File: config.mk
export PLATFORM = sky130hd
export DESIGN_NAME = mac_operand_feeder
export DESIGN_NICKNAME = d
export VERILOG_FILES = /design/src/rtl/mac_operand_feeder.sv
export SDC_FILE = /design/constraint.sdc
export NUM_CORES = 1
export LEC_CHECK = 0
export BUFFER_PORTS_ARGS = -buffer_cell sky130_fd_sc_hd__buf_4
export CAP_MARGIN = 10
export CORE_UTILIZATION = 35
export CTS_BUF_LIST = sky130_fd_sc_hd__clkbuf_2 sky130_fd_sc_hd__clkbuf_4 sky130_fd_sc_hd__clkbuf_8
export DETAILED_ROUTE_END_ITERATION = 6
export GPL_ROUTABILITY_DRIVEN = 0
export PLACE_DENSITY = 0.56
export SLEW_MARGIN = 20
export SYNTH_ARGS = -nofsm -noshare
export SYNTH_HDL_FRONTEND = slang
export SYNTH_SLANG_ARGS = --single-unit
File: constraint.sdc
create_clock -name clk -period 3.3 [get_ports clk]
set_input_delay 0.165 -clock clk [delete_from_list [all_inputs] [get_ports clk]]
set_output_delay 0.165 -clock clk [all_outputs]
set_load 0.03 [all_outputs]
File: src/rtl/mac_operand_feeder.sv
// rtl/mac_operand_feeder.sv - operand-pair buffer and MAC issue sequencer; MAC_FEED_GAP_EN inserts an idle cycle between issued pairs
module mac_operand_feeder #(
  parameter int DEPTH   = 16,
  parameter int MAC_LAT = 8
) (
  input  logic                       clk,
  input  logic                       reset,
  input  logic                       wr_en,
  input  logic [$clog2(DEPTH)-1:0]   wr_addr,
  input  logic signed [7:0]          wr_a,
  input  logic signed [7:0]          wr_b,
  input  logic [$clog2(DEPTH):0]     len,
  input  logic                       start,
  output logic                       busy,
  output logic                       mac_reset,
  output logic signed [7:0]          mac_a,
  output logic signed [7:0]          mac_b,
  output logic                       mac_valid_in,
  input  logic signed [15:0]         mac_f,
  input  logic                       mac_overflow,
  output logic signed [15:0]         result,
  output logic                       result_ovf,
  output logic                       done
);

  localparam int AW = $clog2(DEPTH);
  localparam int LW = AW + 1;
  localparam int CW = (MAC_LAT < 2) ? 2 : $clog2(MAC_LAT + 1);

  typedef enum logic [2:0] {S_IDLE, S_CLEAR, S_ISSUE, S_DRAIN, S_CAPTURE} state_t;

  state_t          state, state_n;
  logic [15:0]     mem [DEPTH];
  logic [AW-1:0]   idx, idx_n;
  logic [AW-1:0]   last_idx, last_idx_n;
  logic [CW-1:0]   cnt, cnt_n;
  logic            gap, gap_n;
  logic            first_issue, first_issue_n;
  logic            sticky, sticky_n;
  logic            zero_start;
  logic            issue_n;
  logic [LW-1:0]   len_c;

  // The MAC is held in reset with the feeder and for the single CLEAR cycle.
  assign mac_reset = reset | (state == S_CLEAR);

  // Outputs are registered, so the next cycle's MAC drive is derived from the next state.
  assign issue_n = (state_n == S_ISSUE) && !gap_n;

  // Host writes land in the buffer only while idle; buffer contents survive reset.
  always_ff @(posedge clk) begin
    if (wr_en && state == S_IDLE) mem[wr_addr] <= {wr_a, wr_b};
  end

  // Next-state, index, drain counter and sticky overflow.
  always_comb begin
    state_n       = state;
    idx_n         = idx;
    last_idx_n    = last_idx;
    cnt_n         = cnt;
    gap_n         = gap;
    first_issue_n = first_issue;
    sticky_n      = sticky;
    zero_start    = 1'b0;
    len_c         = (len > LW'(DEPTH)) ? LW'(DEPTH) : len;
    case (state)
      S_IDLE: begin
        if (start) begin
          if (len == '0) begin
            zero_start = 1'b1;
          end else begin
            last_idx_n = AW'(len_c - LW'(1));
            state_n    = S_CLEAR;
          end
        end
      end
      S_CLEAR: begin
        sticky_n      = 1'b0;
        idx_n         = '0;
        gap_n         = 1'b0;
        first_issue_n = 1'b1;
        state_n       = S_ISSUE;
      end
      S_ISSUE: begin
        first_issue_n = 1'b0;
        // The MAC flag is still settling from CLEAR on the first issue cycle.
        if (!first_issue) sticky_n = sticky | mac_overflow;
        if (gap) begin
          gap_n = 1'b0;
        end else if (idx == last_idx) begin
          if (MAC_LAT < 2) begin
            state_n = S_CAPTURE;
          end else begin
            state_n = S_DRAIN;
            cnt_n   = CW'(MAC_LAT);
          end
        end else begin
          idx_n = idx + AW'(1);
`ifdef MAC_FEED_GAP_EN
          gap_n = 1'b1;
`else
          gap_n = 1'b0;
`endif
        end
      end
      S_DRAIN: begin
        sticky_n = sticky | mac_overflow;
        cnt_n    = cnt - CW'(1);
        // DRAIN plus CAPTURE together span MAC_LAT cycles.
        if (cnt == CW'(2)) state_n = S_CAPTURE;
      end
      S_CAPTURE: state_n = S_IDLE;
      default:   state_n = S_IDLE;
    endcase
  end

  // State register and registered outputs.
  always_ff @(posedge clk) begin
    if (reset) begin
      state        <= S_IDLE;
      idx          <= '0;
      last_idx     <= '0;
      cnt          <= '0;
      gap          <= 1'b0;
      first_issue  <= 1'b0;
      sticky       <= 1'b0;
      busy         <= 1'b0;
      mac_a        <= '0;
      mac_b        <= '0;
      mac_valid_in <= 1'b0;
      result       <= '0;
      result_ovf   <= 1'b0;
      done         <= 1'b0;
    end else begin
      state        <= state_n;
      idx          <= idx_n;
      last_idx     <= last_idx_n;
      cnt          <= cnt_n;
      gap          <= gap_n;
      first_issue  <= first_issue_n;
      sticky       <= sticky_n;
      busy         <= (state_n != S_IDLE);
      mac_valid_in <= issue_n;
      mac_a        <= issue_n ? $signed(mem[idx_n][15:8]) : 8'sd0;
      mac_b        <= issue_n ? $signed(mem[idx_n][7:0])  : 8'sd0;
      done         <= (state == S_CAPTURE) | zero_start;
      if (state == S_CAPTURE) begin
        result     <= mac_f;
        result_ovf <= sticky | mac_overflow;
      end else if (zero_start) begin
        result     <= '0;
        result_ovf <= 1'b0;
      end
    end
  end

endmodule

## Yosys cells after proc, flatten, opt, wreduce, memory -nomap -nowiden

Memories as Yosys holds them, arrays and structs flattened. A register that Yosys moved wholly into a read port is not among the register bits.
Cells that the tools add are included.

| word-level totals | value |
|---|---|
| bits in registers | 38 |
| RAM bits | 256 |
| output and inout port bits | 37 |
| memories | 1 |

| operators by class | value |
|---|---|
| add/sub/neg operators | 3 |
| $lt $le $gt $ge | 1 |
| equality and inequality tests | 10 |
| muxes and demuxes | 26 |
| bitwise operators | 5 |
| reduce and logical (&&, ||, !) cells | 15 |

Memories:

| name | words | bits a word | rd ports | clocked after memory_dff | write ports | line | RTL |
|---|---|---|---|---|---|---|---|
| mem | 16 | 16 | 1 | 1 | 1 | 33 | `logic [15:0] mem [DEPTH];` |

Operators by type and width:

| kind | number |
|---|---|
| two-way mux 16 bit | 2 |
| two-way mux 4 bit | 5 |
| case mux 4 bit (2 select lines) | 2 |
| two-way mux 3 bit | 5 |
| case mux 3 bit (4 select lines) | 1 |
| == test 3 x 2 -> 1 bit (second input constant) | 3 |
| two-way mux 1 bit | 9 |
| subtractor 4 x 1 -> 4 bit (second input constant) | 2 |
| != test 2 bit (second input constant) | 3 |
| AND reduction 3 bit | 2 |
| nonzero test 2 bit | 3 |
| nonzero test 3 bit | 2 |
| greater-than comparator 5 bit (second input constant) | 1 |
| logical NOT 5 bit | 1 |
| adder 4 x 1 -> 4 bit (second input constant) | 1 |
| == test 4 x 2 -> 1 bit (second input constant) | 1 |
| == test 4 bit | 1 |
| OR reduction 2 bit | 2 |
| == test 3 x 1 -> 1 bit (second input constant) | 1 |
| == test 3 bit (second input constant) | 1 |
| logical NOT 3 bit | 1 |
| OR 1 bit | 3 |
| case mux 1 bit (3 select lines) | 1 |
| logical AND 1 bit | 2 |
| 4 further kinds | 5 |

## Logic depth before layout (Yosys ltp)

| depth | value |
|---|---|
| depth after elaboration | 8 |
| gate-level depth with buffers | 12 |
| depth with buffers taken out | 9 |

## Worst setup path after synthesis

OpenSTA, ideal clock, no wires.

| timing | value |
|---|---|
| kind | reg-to-reg |
| start | reg state[1] |
| end | mem mem[0][0] (enable) |
| library setup time | 0.409 ns |
| arrival | 2.466 ns |
| data required time | 2.891 ns |
| setup slack | 0.425 ns |
| stages on the path, launching flop included | 6 |
| path buffers | 1 |
| period minus slack after synthesis | 2.875 ns |
| cells stage by stage | dfxtp_1 > clkbuf_1 > nor3_1 > nand2_1 > or3_1 > nor3_1 |

| between the ends | value |
|---|---|
| word-level cells in the longest chain between the ends | 4 |

RTL lines:

| what | line | RTL |
|---|---|---|
| start, declared | 32 | `state_t state, state_n;` |
| start signal, assigned | 135 | `state <= state_n;` |
| logical NOT 3 bit | 52 | `if (wr_en && state == S_IDLE) mem[wr_addr] <= {wr_a, wr_b};` |
| logical AND 1 bit | 52 |  |
| two-way mux 1 bit | 52 |  |
| two-way mux 1 bit (not written as such) | 52 |  |
| end, declared | 33 |  |

No other way between the ends.

## Worst setup path in the final report

| timing | value |
|---|---|
| start | reg idx[1] |
| end | reg mac_b[7] (read register of mem) |

| between the ends | value |
|---|---|
| word-level cells in the longest chain between the ends | 8 |
| elaborated cells between the ends (all ways) | 12 |

RTL lines:

| what | line | RTL |
|---|---|---|
| start, declared | 34 | `logic [AW-1:0] idx, idx_n;` |
| start signal, assigned | 136 | `idx <= idx_n;` |
| == test 4 bit | 90 | `end else if (idx == last_idx) begin` |
| two-way mux 3 bit | 90 |  |
| two-way mux 3 bit | 88 | `if (gap) begin` |
| case mux 3 bit (4 select lines) | 66 | `case (state)` |
| == test 3 x 2 -> 1 bit | 48 | `assign issue_n = (state_n == S_ISSUE) && !gap_n;` |
| logical AND 1 bit | 48 |  |
| NOT 1 bit (no line) | -- |  |
| OR reduction 2 bit (no line) | -- |  |
| end, declared | 17 | `output logic signed [7:0] mac_b,` |

Several ways; a longest one is shown, not always the timed one.
A chain may end at the register's enable or synchronous reset.

==> impl_metrics.yaml <==
drt:
  wl_per_cell_um: 19.7
  ant_nets: 0
  drt_iter0_markers: 562
  vias: 7940
  drcViolationCount: 0
  firstDrtPassIters: 4
  viasPerCell: 4.96
  wirelength_um: 31500
floorplan:
  fp-row-count: 68
  die_width_um: 189
  initial_core_util_pct: 35.5
  ios: 83
  core_area_sq_um: 34500
  die_h_um: 189
  die_area_sq_um: 35800
worst_setup_path:
  cp.arrival_ps: 3490
  regToRegStartpoint: "idx[1]"
  r2r_cells: 8
  cp.required_ps: 3740
  critPathCaptureType: "register"
  path_max_fanout: 10
  endpoint: "mac_b[7]"
  criticalPathCategory: "reg -> reg"
  start_kind: "register"
  critPathLaunch: "idx[1]"
  r2r-end: "mac_b[7]"
  rrSetupSlack_ps: 250
finish:
  final_nets: 1151
  drive_above_1_share_pct: 23.8
  fillerInstances: 3184
  insertedDiodeCount: 0
  area_growth_pct: 24.7
clocking:
  clock-sinks: 310
  cts_setup_buffers: 0
  holdBufCountCts: 59
  cts-buffers-inserted: 52
  insertion_delay_ps: 590
  htree_num_levels: 2
  cts.clk_slew.worst_paths_ps: 60
  cts_resized: 0
  clk_root_buffer_cell: "clkbuf_8"
  cts_max_path_buffers: 3
  tritoncts: "yes"
global_routing:
  grt_pass1_wl_um: 47100
  overflow: 0
  grt_pass1_vias: 7869
  grtUsageTotal_pct: 17.4
  antenna_found_initial: 0
  grt_max_degree: 44
sta:
  rsz0062_at_grt: "false"
  setup_viol: 0
  fmax_mhz: 328
  hold_viol_final: 0
  period_needed_ps: 3050
  slew_headroom_pct: 63.6
  fin_tns_setup_ps: 0
  fin_crit_sh_pct: 92.5
  layout_setup_ws_ps: 247
  clock_skew_ps: 35.2
  worst_pin_slew_ps: 542
  finalMaxSlewViolations: 0
power:
  powerDensity_nw_per_um2: 598
  switchingPower_mw: 2.35
  p_comb_share_pct: 13.8
  switching_share_pct: 25.7
  ir_worst_vdd_mv: 0.275
  p_int_mw: 6.80
  power_mw: 9.16
  pwr-share-seq_pct: 47.5
  power_frac_clock_pct: 38.6
  leakagePower_nw: 5.43
logic_synthesis:
  netlist_instances: 914
  ys_warn_count: 0
  synth.net_count: 964
  synth_area_sq_um: 12300
  synthDistinctLibCells: 60
  ys_seq_area_share_pct: 71.4
  synth-async-reset-ratio_pct: 0
  synth_edf_count: 256
  synth_flop_cell: "edfxtp_1"
  postSynthAreaPerCell_sq_um: 13.4
  ys_ff_latch: 310
place:
  place_ws_ps: 255
  portBuffers: 82
  dpl.hpwl_um: 18200
status:
  status: "complete, no violations"
min_path:
  hold_class: "in -> reg"
flow_run:
  drv_cap: 0
-- power groups by stage --
stage	clock network, mW	registers (mW)	logic [mW]
2_1_floorplan	0	4.46	0.765
3_3_place_gp	0	4.43	1.24
3_5_place_dp	0	4.43	1.23
4_1_cts	3.62	4.35	1.28
5_1_grt	3.77	4.36	1.38
6_report	3.54	4.35	1.26
-- cell usage after synthesis (7+ instances only) --
library cell	number	share of area (%)
o22ai_1	10	0.51
a32o_1	9	0.73
a21oi_1	35	1.4
dfxtp_1	54	8.8
mux2_2	17	1.6
clkbuf_1	19	0.58
nor3_1	12	0.49
buf_4	8	0.49
a311oi_1	9	0.64
a221oi_1	7	0.50
nand3_1	69	2.8
nand2_1	176	5.4
edfxtp_1	256	63
xnor2_1	8	0.57
mux2i_1	33	2.7
nand2b_1	8	0.41
a22oi_1	16	0.98
nor2_1	59	1.8
buf_2	15	0.61
-- final cells by class --
class / count / area, sq um / area share, %
clock buffer: 85 / 1020 / 6.66
clock inverter: 13 / 100 / 0.654
inverter: 7 / 26.3 / 0.172
multi-input combinational: 547 / 3280 / 21.4
sequential: 310 / 8770 / 57.3
tap: 455 / 569 / 3.72
timing repair buffer: 183 / 1550 / 10.1
-- critical path, cell delays in order, from the launching register on --
cell      delay (ps)
dfxtp_1          480
xnor2_1          120
and4_1           350
nor3b_4          370
mux2_2           420
nand2_1          380
o22ai_1          180
a311oi_1         520
nor4_2           100
-- kinds of logic after synthesis --
kind of cell | share of synthesized area [%]
multiplexers | 4.56
XOR/XNOR | 0.713
flip-flops | 71.4
AO/OA/AOI/OAI | 7.20
buffers and inverters | 2.51
adder cells (fa/ha/maj) | 0.408
AND/OR/NAND/NOR | 13.2
-- per-layer routing --
| metal | GRT usage [%] | vias up | part of all wire [%] |
|---|---|---|---|
| met3 | 3.24 | 58 | 6.1 |
| met2 | 28.6 | 257 | 47 |
| met4 | 5.09 | 0 | 2.1 |
| met1 | 23.5 | 3841 | 45 |
| met5 | 0 | - | 0 |
| li1 | - | 3784 | - |
-- state kept, by name, summed over array words and instances (netlist names), 3 cells and up --
name      count
cnt           4
idx           4
last_idx      4
mac_a         8
mac_b         8
mem         256
result       16
state         3
-- worst min-delay path by stage --
stage | startpoint | end | depth (start not counted)
floorplan | wr_b[0] | mem[0][0] | 0
global placement | mac_f[5] | result[5] | 3
detailed placement | mac_f[9] | result[9] | 3
CTS | len[2] | last_idx[2] | 4
global route | len[2] | last_idx[2] | 4
finish | len[2] | last_idx[2] | 4
-- cells in the final DEF, fill, tap and decap left out, types with 9 or more instances in the layout --
| cell type | instances |
|---|---|
| a22oi_1 | 16 |
| clkbuf_8 | 61 |
| o22ai_1 | 10 |
| a21oi_1 | 35 |
| a311oi_1 | 9 |
| buf_4 | 122 |
| edfxtp_1 | 256 |
| dfxtp_1 | 54 |
| nor2_2 | 10 |
| nor2_1 | 49 |
| nand2_1 | 176 |
| mux2_2 | 17 |
| a32o_1 | 9 |
| dlygate4sd3_1 | 59 |
| nand3_1 | 69 |
| clkbuf_4 | 24 |
| mux2i_1 | 31 |
-- through the flow --
stage / hold WS [ps] / utilization (%) / area (sq um) / instances
2_1_floorplan: 264 / - / 12300 / 914
3_3_place_gp: 417 / 39.4 / 13600 / 1443
3_5_place_dp: 430 / 39.4 / 13600 / 1443
4_1_cts: 59.0 / 44.3 / 15300 / 1600
5_1_grt: 108 / 44.3 / 15300 / 1600
6_report: 85.6 / 44.3 / 15300 / 1600
(Power assumes the default switching activity.)
